--- config.mk ---
export PLATFORM = sky130hd
export DESIGN_NAME = cmd_seq
export DESIGN_NICKNAME = d
export VERILOG_FILES = /design/src/rtl/cmd_seq_pkg.sv /design/src/rtl/cmd_seq_bmp_debounce.sv /design/src/rtl/cmd_seq.sv
export SDC_FILE = /design/constraint.sdc
export NUM_CORES = 1
export LEC_CHECK = 0
export CAP_MARGIN = 40
export CORE_AREA = 3 3 145 147
export CTS_BUF_LIST = sky130_fd_sc_hd__clkbuf_8 sky130_fd_sc_hd__clkbuf_16
export DETAILED_ROUTE_END_ITERATION = 8
export DIE_AREA = 0 0 148 150
export SYNTH_ARGS = -nofsm -noshare
export SYNTH_HDL_FRONTEND = slang
export SYNTH_HIERARCHICAL = 1
export SYNTH_SLANG_ARGS = --single-unit
--- constraint.sdc ---
create_clock -name clk -period 5.45 [get_ports clk]
set_input_delay 1.09 -clock clk [delete_from_list [all_inputs] [get_ports clk]]
set_output_delay 1.09 -clock clk [all_outputs]
set_load 0.02 [all_outputs]
--- src/rtl/cmd_seq_pkg.sv ---
// cmd_seq_pkg: shared types and helpers for the queued command sequencer.
//   opcode_e  - 2-bit command opcode carried in the top bits of a command word
//   state_e   - sequencer FSM states
//   cyc_sel() - picks the short simulation cycle count or the nominal one
//   max2()    - integer maximum, used to size the shared turn/buzz timer
package cmd_seq_pkg;

    typedef enum logic [1:0] {
        OP_STOP   = 2'b00,
        OP_FOLLOW = 2'b01,
        OP_TURN   = 2'b10,
        OP_BUZZ   = 2'b11
    } opcode_e;

    typedef enum logic [2:0] {
        ST_IDLE,
        ST_FOLLOW,
        ST_TURN,
        ST_BUZZ,
        ST_BUMP
    } state_e;

    localparam int FAST_CYC = 16;

    function automatic int cyc_sel(input int fast_sim, input int nominal);
        return (fast_sim != 0) ? FAST_CYC : nominal;
    endfunction

    function automatic int max2(input int a, input int b);
        return (a > b) ? a : b;
    endfunction

endpackage

--- src/rtl/cmd_seq_bmp_debounce.sv ---
// bmp_debounce: one bumper channel.
//   clk, rst : clock, asynchronous active-high reset
//   bmp_n    : raw active-low bumper input (asynchronous to clk)
//   pressed  : debounced, active-high contact indication
// The raw input passes through a 2-flop synchroniser; the debounced output
// only follows the synchronised level once it has held a new value for
// DB_CYC consecutive clocks (the synchroniser's second stage supplies the
// first of those clocks, so the counter itself needs DB_CYC-1 more).
module bmp_debounce #(
    parameter int DB_CYC = 16
) (
    input  logic clk,
    input  logic rst,
    input  logic bmp_n,
    output logic pressed
);

    localparam int CNT_W = $clog2(DB_CYC) + 1;

    logic             sync1_reg;
    logic             sync2_reg;
    logic             pressed_reg;
    logic [CNT_W-1:0] cnt_reg;

    always_ff @(posedge clk or posedge rst) begin
        if (rst) begin
            sync1_reg   <= 1'b1;
            sync2_reg   <= 1'b1;
            pressed_reg <= 1'b0;
            cnt_reg     <= '0;
        end else begin
            sync1_reg <= bmp_n;
            sync2_reg <= sync1_reg;
            if ((!sync2_reg) == pressed_reg) begin
                // Input agrees with the output: any partial run is discarded.
                cnt_reg <= '0;
            end else if (cnt_reg == CNT_W'(DB_CYC - 2)) begin
                pressed_reg <= !sync2_reg;
                cnt_reg     <= '0;
            end else begin
                cnt_reg <= cnt_reg + 1'b1;
            end
        end
    end

    assign pressed = pressed_reg;

endmodule

--- src/rtl/cmd_seq.sv ---
// cmd_seq: queued command sequencer for the line-following robot.
//   clk, rst     : clock, asynchronous active-high reset
//   cmd, cmd_rdy : command word and valid from the UART wrapper
//   clr_cmd_rdy  : combinational acknowledge; word is taken on that edge
//   BMP_n        : raw active-low bumper inputs, one per channel
//   line_present : line detected by the IR interface
//   go           : forward ramp enable
//   err_opn_lp   : signed error override (0 = no override)
//   buzz         : buzzer enable
//   busy         : FSM not idle or commands still queued
//   bmp_evt      : one-cycle pulse on entering BUMP
// Commands are queued in a DEPTH-entry FIFO and executed one at a time by
// a Moore FSM whose outputs are registered alongside the state.
module cmd_seq
    import cmd_seq_pkg::*;
#(
    parameter int                      CMD_W    = 16,
    parameter int                      DEPTH    = 4,
    parameter int                      N_BMP    = 2,
    parameter int                      ERR_W    = 12,
    parameter logic signed [ERR_W-1:0] TURN_MAG = 12'sh340,
    parameter int                      TURN_CYC = 2**22,
    parameter int                      DB_CYC   = 2**20,
    parameter int                      BUZZ_CYC = 2**23,
    parameter int                      FAST_SIM = 0
) (
    input  logic                    clk,
    input  logic                    rst,
    input  logic [CMD_W-1:0]        cmd,
    input  logic                    cmd_rdy,
    output logic                    clr_cmd_rdy,
    input  logic [N_BMP-1:0]        BMP_n,
    input  logic                    line_present,
    output logic                    go,
    output logic signed [ERR_W-1:0] err_opn_lp,
    output logic                    buzz,
    output logic                    busy,
    output logic                    bmp_evt
);

    localparam int TURN_C = cyc_sel(FAST_SIM, TURN_CYC);
    localparam int BUZZ_C = cyc_sel(FAST_SIM, BUZZ_CYC);
    localparam int DB_C   = cyc_sel(FAST_SIM, DB_CYC);
    localparam int TMR_W  = $clog2(max2(TURN_C, BUZZ_C)) + 1;
    localparam int SEG_W  = CMD_W - 2;
    localparam int AW     = $clog2(DEPTH);

    // ---------------- bumper debouncers ----------------
    logic [N_BMP-1:0] bmp_db;

    generate
        for (genvar gi = 0; gi < N_BMP; gi++) begin : g_bmp
            bmp_debounce #(.DB_CYC(DB_C)) u_db (
                .clk     (clk),
                .rst     (rst),
                .bmp_n   (BMP_n[gi]),
                .pressed (bmp_db[gi])
            );
        end
    endgenerate

    logic any_bump;
    assign any_bump = |bmp_db;

    // ---------------- command FIFO ----------------
    // Pointers carry one extra wrap bit so full and empty are distinguishable.
    logic [CMD_W-1:0] fifo_mem [DEPTH];
    logic [AW:0]      wr_ptr_reg;
    logic [AW:0]      rd_ptr_reg;
    logic             fifo_empty;
    logic             fifo_full;
    logic [CMD_W-1:0] head;
    opcode_e          head_op;
    logic [SEG_W-1:0] head_arg;

    state_e           state_reg;
    state_e           state_next;

    logic pop;
    logic push;
    logic flush;

    assign fifo_empty = (wr_ptr_reg == rd_ptr_reg);
    assign fifo_full  = (wr_ptr_reg[AW] != rd_ptr_reg[AW]) &&
                        (wr_ptr_reg[AW-1:0] == rd_ptr_reg[AW-1:0]);
    assign head       = fifo_mem[rd_ptr_reg[AW-1:0]];
    assign head_op    = opcode_e'(head[CMD_W-1:CMD_W-2]);
    assign head_arg   = head[SEG_W-1:0];

    assign pop   = (state_reg == ST_IDLE) && !fifo_empty;
    // Entering BUMP discards the queue and any word arriving that same cycle.
    assign flush = ((state_reg == ST_FOLLOW) || (state_reg == ST_TURN)) && any_bump;
    // In BUMP words are acknowledged but dropped so the wrapper never stalls.
    assign clr_cmd_rdy = cmd_rdy && (!fifo_full || pop || (state_reg == ST_BUMP));
    assign push = cmd_rdy && (!fifo_full || pop) && (state_reg != ST_BUMP) && !flush;

    always_ff @(posedge clk) begin
        if (push) begin
            fifo_mem[wr_ptr_reg[AW-1:0]] <= cmd;
        end
    end

    always_ff @(posedge clk or posedge rst) begin
        if (rst) begin
            wr_ptr_reg <= '0;
            rd_ptr_reg <= '0;
        end else if (flush) begin
            rd_ptr_reg <= wr_ptr_reg;
        end else begin
            if (push) wr_ptr_reg <= wr_ptr_reg + 1'b1;
            if (pop)  rd_ptr_reg <= rd_ptr_reg + 1'b1;
        end
    end

    // ---------------- sequencer FSM ----------------
    logic [TMR_W-1:0] tmr_reg, tmr_next;
    logic [SEG_W-1:0] seg_reg, seg_next;
    logic             right_reg, right_next;
    logic             line_prev_reg;
    logic             line_fall;
    logic             go_reg, buzz_reg, bmp_evt_reg;
    logic signed [ERR_W-1:0] err_reg;

    assign line_fall = line_prev_reg && !line_present;

    always_comb begin
        state_next = state_reg;
        tmr_next   = tmr_reg;
        seg_next   = seg_reg;
        right_next = right_reg;
        unique case (state_reg)
            ST_IDLE: begin
                if (!fifo_empty) begin
                    unique case (head_op)
                        OP_STOP: state_next = ST_IDLE;
                        OP_FOLLOW: begin
                            state_next = ST_FOLLOW;
                            seg_next   = (head_arg == '0) ? SEG_W'(1) : head_arg;
                        end
                        OP_TURN: begin
                            state_next = ST_TURN;
                            tmr_next   = TMR_W'(TURN_C - 1);
                            right_next = head_arg[0];
                        end
                        OP_BUZZ: begin
                            state_next = ST_BUZZ;
                            tmr_next   = TMR_W'(BUZZ_C - 1);
                        end
                    endcase
                end
            end
            ST_FOLLOW: begin
                if (any_bump) begin
                    state_next = ST_BUMP;
                end else if (line_fall) begin
                    if (seg_reg <= SEG_W'(1)) state_next = ST_IDLE;
                    else                      seg_next   = seg_reg - 1'b1;
                end
            end
            ST_TURN: begin
                if (any_bump)             state_next = ST_BUMP;
                else if (tmr_reg == '0)   state_next = ST_IDLE;
                else                      tmr_next   = tmr_reg - 1'b1;
            end
            ST_BUZZ: begin
                if (tmr_reg == '0) state_next = ST_IDLE;
                else               tmr_next   = tmr_reg - 1'b1;
            end
            ST_BUMP: begin
                if (!any_bump) state_next = ST_IDLE;
            end
            default: state_next = ST_IDLE;
        endcase
    end

    // Outputs are decoded from the next state and registered with it, so
    // each output register always matches the state register.
    always_ff @(posedge clk or posedge rst) begin
        if (rst) begin
            state_reg     <= ST_IDLE;
            tmr_reg       <= '0;
            seg_reg       <= '0;
            right_reg     <= 1'b0;
            line_prev_reg <= 1'b0;
            go_reg        <= 1'b0;
            buzz_reg      <= 1'b0;
            err_reg       <= '0;
            bmp_evt_reg   <= 1'b0;
        end else begin
            state_reg     <= state_next;
            tmr_reg       <= tmr_next;
            seg_reg       <= seg_next;
            right_reg     <= right_next;
            line_prev_reg <= line_present;
            go_reg        <= (state_next == ST_FOLLOW) || (state_next == ST_TURN);
            buzz_reg      <= (state_next == ST_BUZZ) || (state_next == ST_BUMP);
            err_reg       <= (state_next == ST_TURN) ? (right_next ? -TURN_MAG : TURN_MAG) : '0;
            bmp_evt_reg   <= (state_next == ST_BUMP) && (state_reg != ST_BUMP);
        end
    end

    assign go         = go_reg;
    assign buzz       = buzz_reg;
    assign err_opn_lp = err_reg;
    assign bmp_evt    = bmp_evt_reg;
    assign busy       = (state_reg != ST_IDLE) || !fifo_empty;

endmodule
==> summary.md <==
| Metric | Value |
|---|---|
| WS Path Type | `flip-flop to output pin` |
| WP data arrival | `around 2.6 ns` |
| Avg Cell Area, Syn | `about 12 µm²` |
| TritonCTS Sinks | `about 170` |
| Residual DRC | `0` |
| RR Endpoint | `fifo_mem[3][1]` |
| Setup bufs post-CTS | `0` |
| WP depth | `4` |
| Area Overhead vs Synth | `14.6%` |
| Worst Tran Pin Value | `slightly above 0.8 ns` |
| Syn. warnings | `6` |
| I/O Buffers | `32` |
| Setup TNS | `0 ns` |
| CTS tree | `done` |
| Initial antenna violation count | `0` |
| Die H | `~150 µm` |
| Type of the worst min-delay path | `flip-flop to flip-flop` |
| Crit path max fanout | `19` |
| Slowest CP cell | `dfrtp_1` |
| Yosys cell types | `70` |
| Count leader, synth | `dfrtp_1` |
| Die W | `roughly 150 µm` |
| Hold Buf Count CTS | `0` |
| Core footprint | `20000 µm²` |
| # diodes | `0` |
| Multiplexer share of the synthesized area | `under 10%` |
| Status | `finished clean` |
| Clk_skew | `roughly 0.0097 ns` |
| TritonCTS Buffers | `17` |
| Power Density | `460 nW/µm²` |
| Dpl hpwl | `around 11000 µm` |
| Met1 usage | `a little under a fifth` |
| Total congestion overflow | `0` |
| Unrepaired setup endpoints after global routing | `no` |
| Post-synthesis simple-gate area fraction | `17.9%` |
| Worst setup startpoint | `rd_ptr_reg[1]` |
| Worst Setup EP | `clr_cmd_rdy` |
| Synth Area in Adders | `around 1.9%` |
| Ys flop type | `dfrtp_1` |
| Die area | `22200 µm²` |
| Syn Inst Count | `about 670` |
| Share of cells above drive strength 1 | `~12%` |
| R2R cell count | `5` |
| DR vias/cell | `approximately 5.2` |
| Final Max Slew Viols | `0` |
| Largest family of logic cells by synthesized area | `simple AND/OR/NAND/NOR gates` |
| Drt pass-1 iters | `5` |
| Number of enable flip-flop cells after synthesis | `between 60 and 70` |
| Tcrit/Tclk final | `67.5%` |
| Max Cap Viol | `0` |
| Synth cell count leaders | `99 x dfrtp_1, 73 x nor2_1, 64 x edfxtp_1, 40 x nand2_1, 31 x a21oi_1` |
| Worst setup SP type | `flip-flop` |
| Rows | `52` |
| F_max | `272 MHz` |
| Worst path required time | `~4.4 ns` |
| Io pins | `39` |
| Top cell type by total area after synthesis | `dfrtp_1` |
| Crit Reg-Reg Startpoint | `rd_ptr_reg[1]` |
| Vias | `around 5200` |
| Max incr delay on CP | `just under 0.7 ns` |
| GR Util met3 | `3.88%` |
| Detail Route Antenna Nets | `0` |
| Clk buf depth | `2` |
| CP top delay family | `flip-flops` |
| Sequential area share after synthesis | `between 50% and 60%` |
| Worst-path cell chain | `xnor2_1 > nand2_1 > o31a_1 > clkdlybuf4s50_1` |
| Initial Util | `around two fifths` |
| Pin count of the biggest net entering global routing | `38` |
| # nets final | `733` |
| M2 GR Usage | `between 20 and 30%` |
| Synth Area in Compound Gates | `between 8 and 9%` |
| Leak | `between 3 and 4 nW` |
| Fillers | `between 1500 and 2000` |
| #FFs+latches synth | `167` |
| Slew headroom | `a little under half` |
| DR iter-0 viols | `about 320` |
| Hold Fails Final Rpt | `0` |
| Mapped cell area | `7860 µm²` |
| Ys async rst share | `about 62%` |
| WL/cell | `approximately 16 µm` |
| Minimum clock period | `between 3 and 4 ns` |
| Buf/Inv on CP | `1` |
| Top-area cell type share of the netlist area | `a little under a third` |
| Vias in the first global route | `5289` |
| Total track usage | `around 15%` |
| Final core utilization | `between 40% and 50%` |
| # resized after CTS | `0` |
| GP Congestion | `a little over 0.8` |
| Clock Latency Late Sink | `around 0.43 ns` |
| Worst-path clk slew | `0.07 ns` |
| R2R Setup Slk | `around 2.3 ns` |
| Critical Path Sink Type | `output pin` |
| Clock Root Buffer | `clkbuf_16` |
| Max VDD drop | `between 0.2 and 0.25 mV` |
| Final setup violation count | `0` |
| Place WS | `1.89 ns` |
| Max reg flops | `between 60 and 70` |
| Synth Area in XOR/XNOR | `around 5.0%` |
| Worst Min Path Start | `g_bmp[0].u_db/sync1_reg` |
| H-tree depth | `4` |
| Final worst slack | `1.77 ns` |
| Drt total wl | `between 15000 and 20000 µm` |
| GRT busiest layer | `met2` |
| First-pass GRT wire length | `roughly 26000 µm` |
| Top cells by area, synth | `dfrtp_1 32%, edfxtp_1 24%, mux4_2 4.6%` |
[cells by family after synthesis]
| group | after synthesis |
|---|---|
| mux | 21 |
| other cells | 1 |
| flops | 167 |
| xor+xnor | 45 |
| buf+inv | 56 |
| fa+ha+maj | 12 |
| compound gates | 109 |
| simple gates | 257 |
[worst min-delay path by stage]
stage                              end  slack, ns  cells after the start
2_1_floorplan  g_bmp[0].u_db/sync2_reg       0.35                      0
3_3_place_gp   g_bmp[0].u_db/sync2_reg       0.35                      0
3_5_place_dp   g_bmp[1].u_db/sync2_reg       0.35                      0
4_1_cts        g_bmp[1].u_db/sync2_reg       0.36                      0
5_1_grt        g_bmp[1].u_db/sync2_reg       0.36                      0
6_report       g_bmp[0].u_db/sync2_reg       0.36                      0
[cell type report]
class                   count  area (µm²)  area share (%)
clock buffers              17         425            4.72
clock inverters            15         161            1.79
inverters                  24        90.1            1.00
multi-input cells         450        3090            34.3
flip-flops and latches    167        4500            50.0
well taps                 270         338            3.75
repair buffers             39         400            4.44
[metrics by stage]
step	std cells	area, µm²	hold slack, ns	power [mW]
3_3_place_gp	948	8380	0.348	2.94
3_5_place_dp	950	8420	0.350	3.00
5_1_grt	982	9010	0.365	4.40
2_1_floorplan	673	7880	0.345	2.67
4_1_cts	982	9010	0.360	4.19
6_report	982	9010	0.359	4.14
[power by group]
part,internal (mW),total [mW],switching [mW]
sequential,1.60,1.82,0.224
clock,0.650,1.18,0.535
combinational,0.492,1.14,0.645
total,2.74,4.14,1.40
[cells in the final DEF, fill, tap and decap left out, types with 3 or more instances in the layout]
cell type	instances
nor3_1	20
xnor2_1	30
inv_1	22
and2_1	5
nor2_1	73
ha_1	12
buf_4	5
clkbuf_16	17
conb_1	6
mux4_2	16
o21ai_1	9
nand2b_1	4
clkdlybuf4s50_1	32
nand4_1	17
inv_8	3
o21ai_0	29
a21oi_1	31
edfxtp_1	64
nor4_1	17
a22oi_1	3
or3_1	14
nand2_1	40
nand3_1	19
dfstp_2	4
o31ai_1	9
inv_6	6
mux2i_1	4
o22ai_1	4
or4_1	9
a31oi_1	4
and3_1	9
nor2b_1	3
xor2_1	15
dfrtp_1	99
[per-layer routing]
metal | vias to the layer above | wire (µm)
met5 | - | 0
met4 | 0 | 99
met3 | 8 | 689
met2 | 94 | 8020
met1 | 2545 | 6810
li1 | 2503 | -
Note: power is estimated with default switching activity, not from simulation.
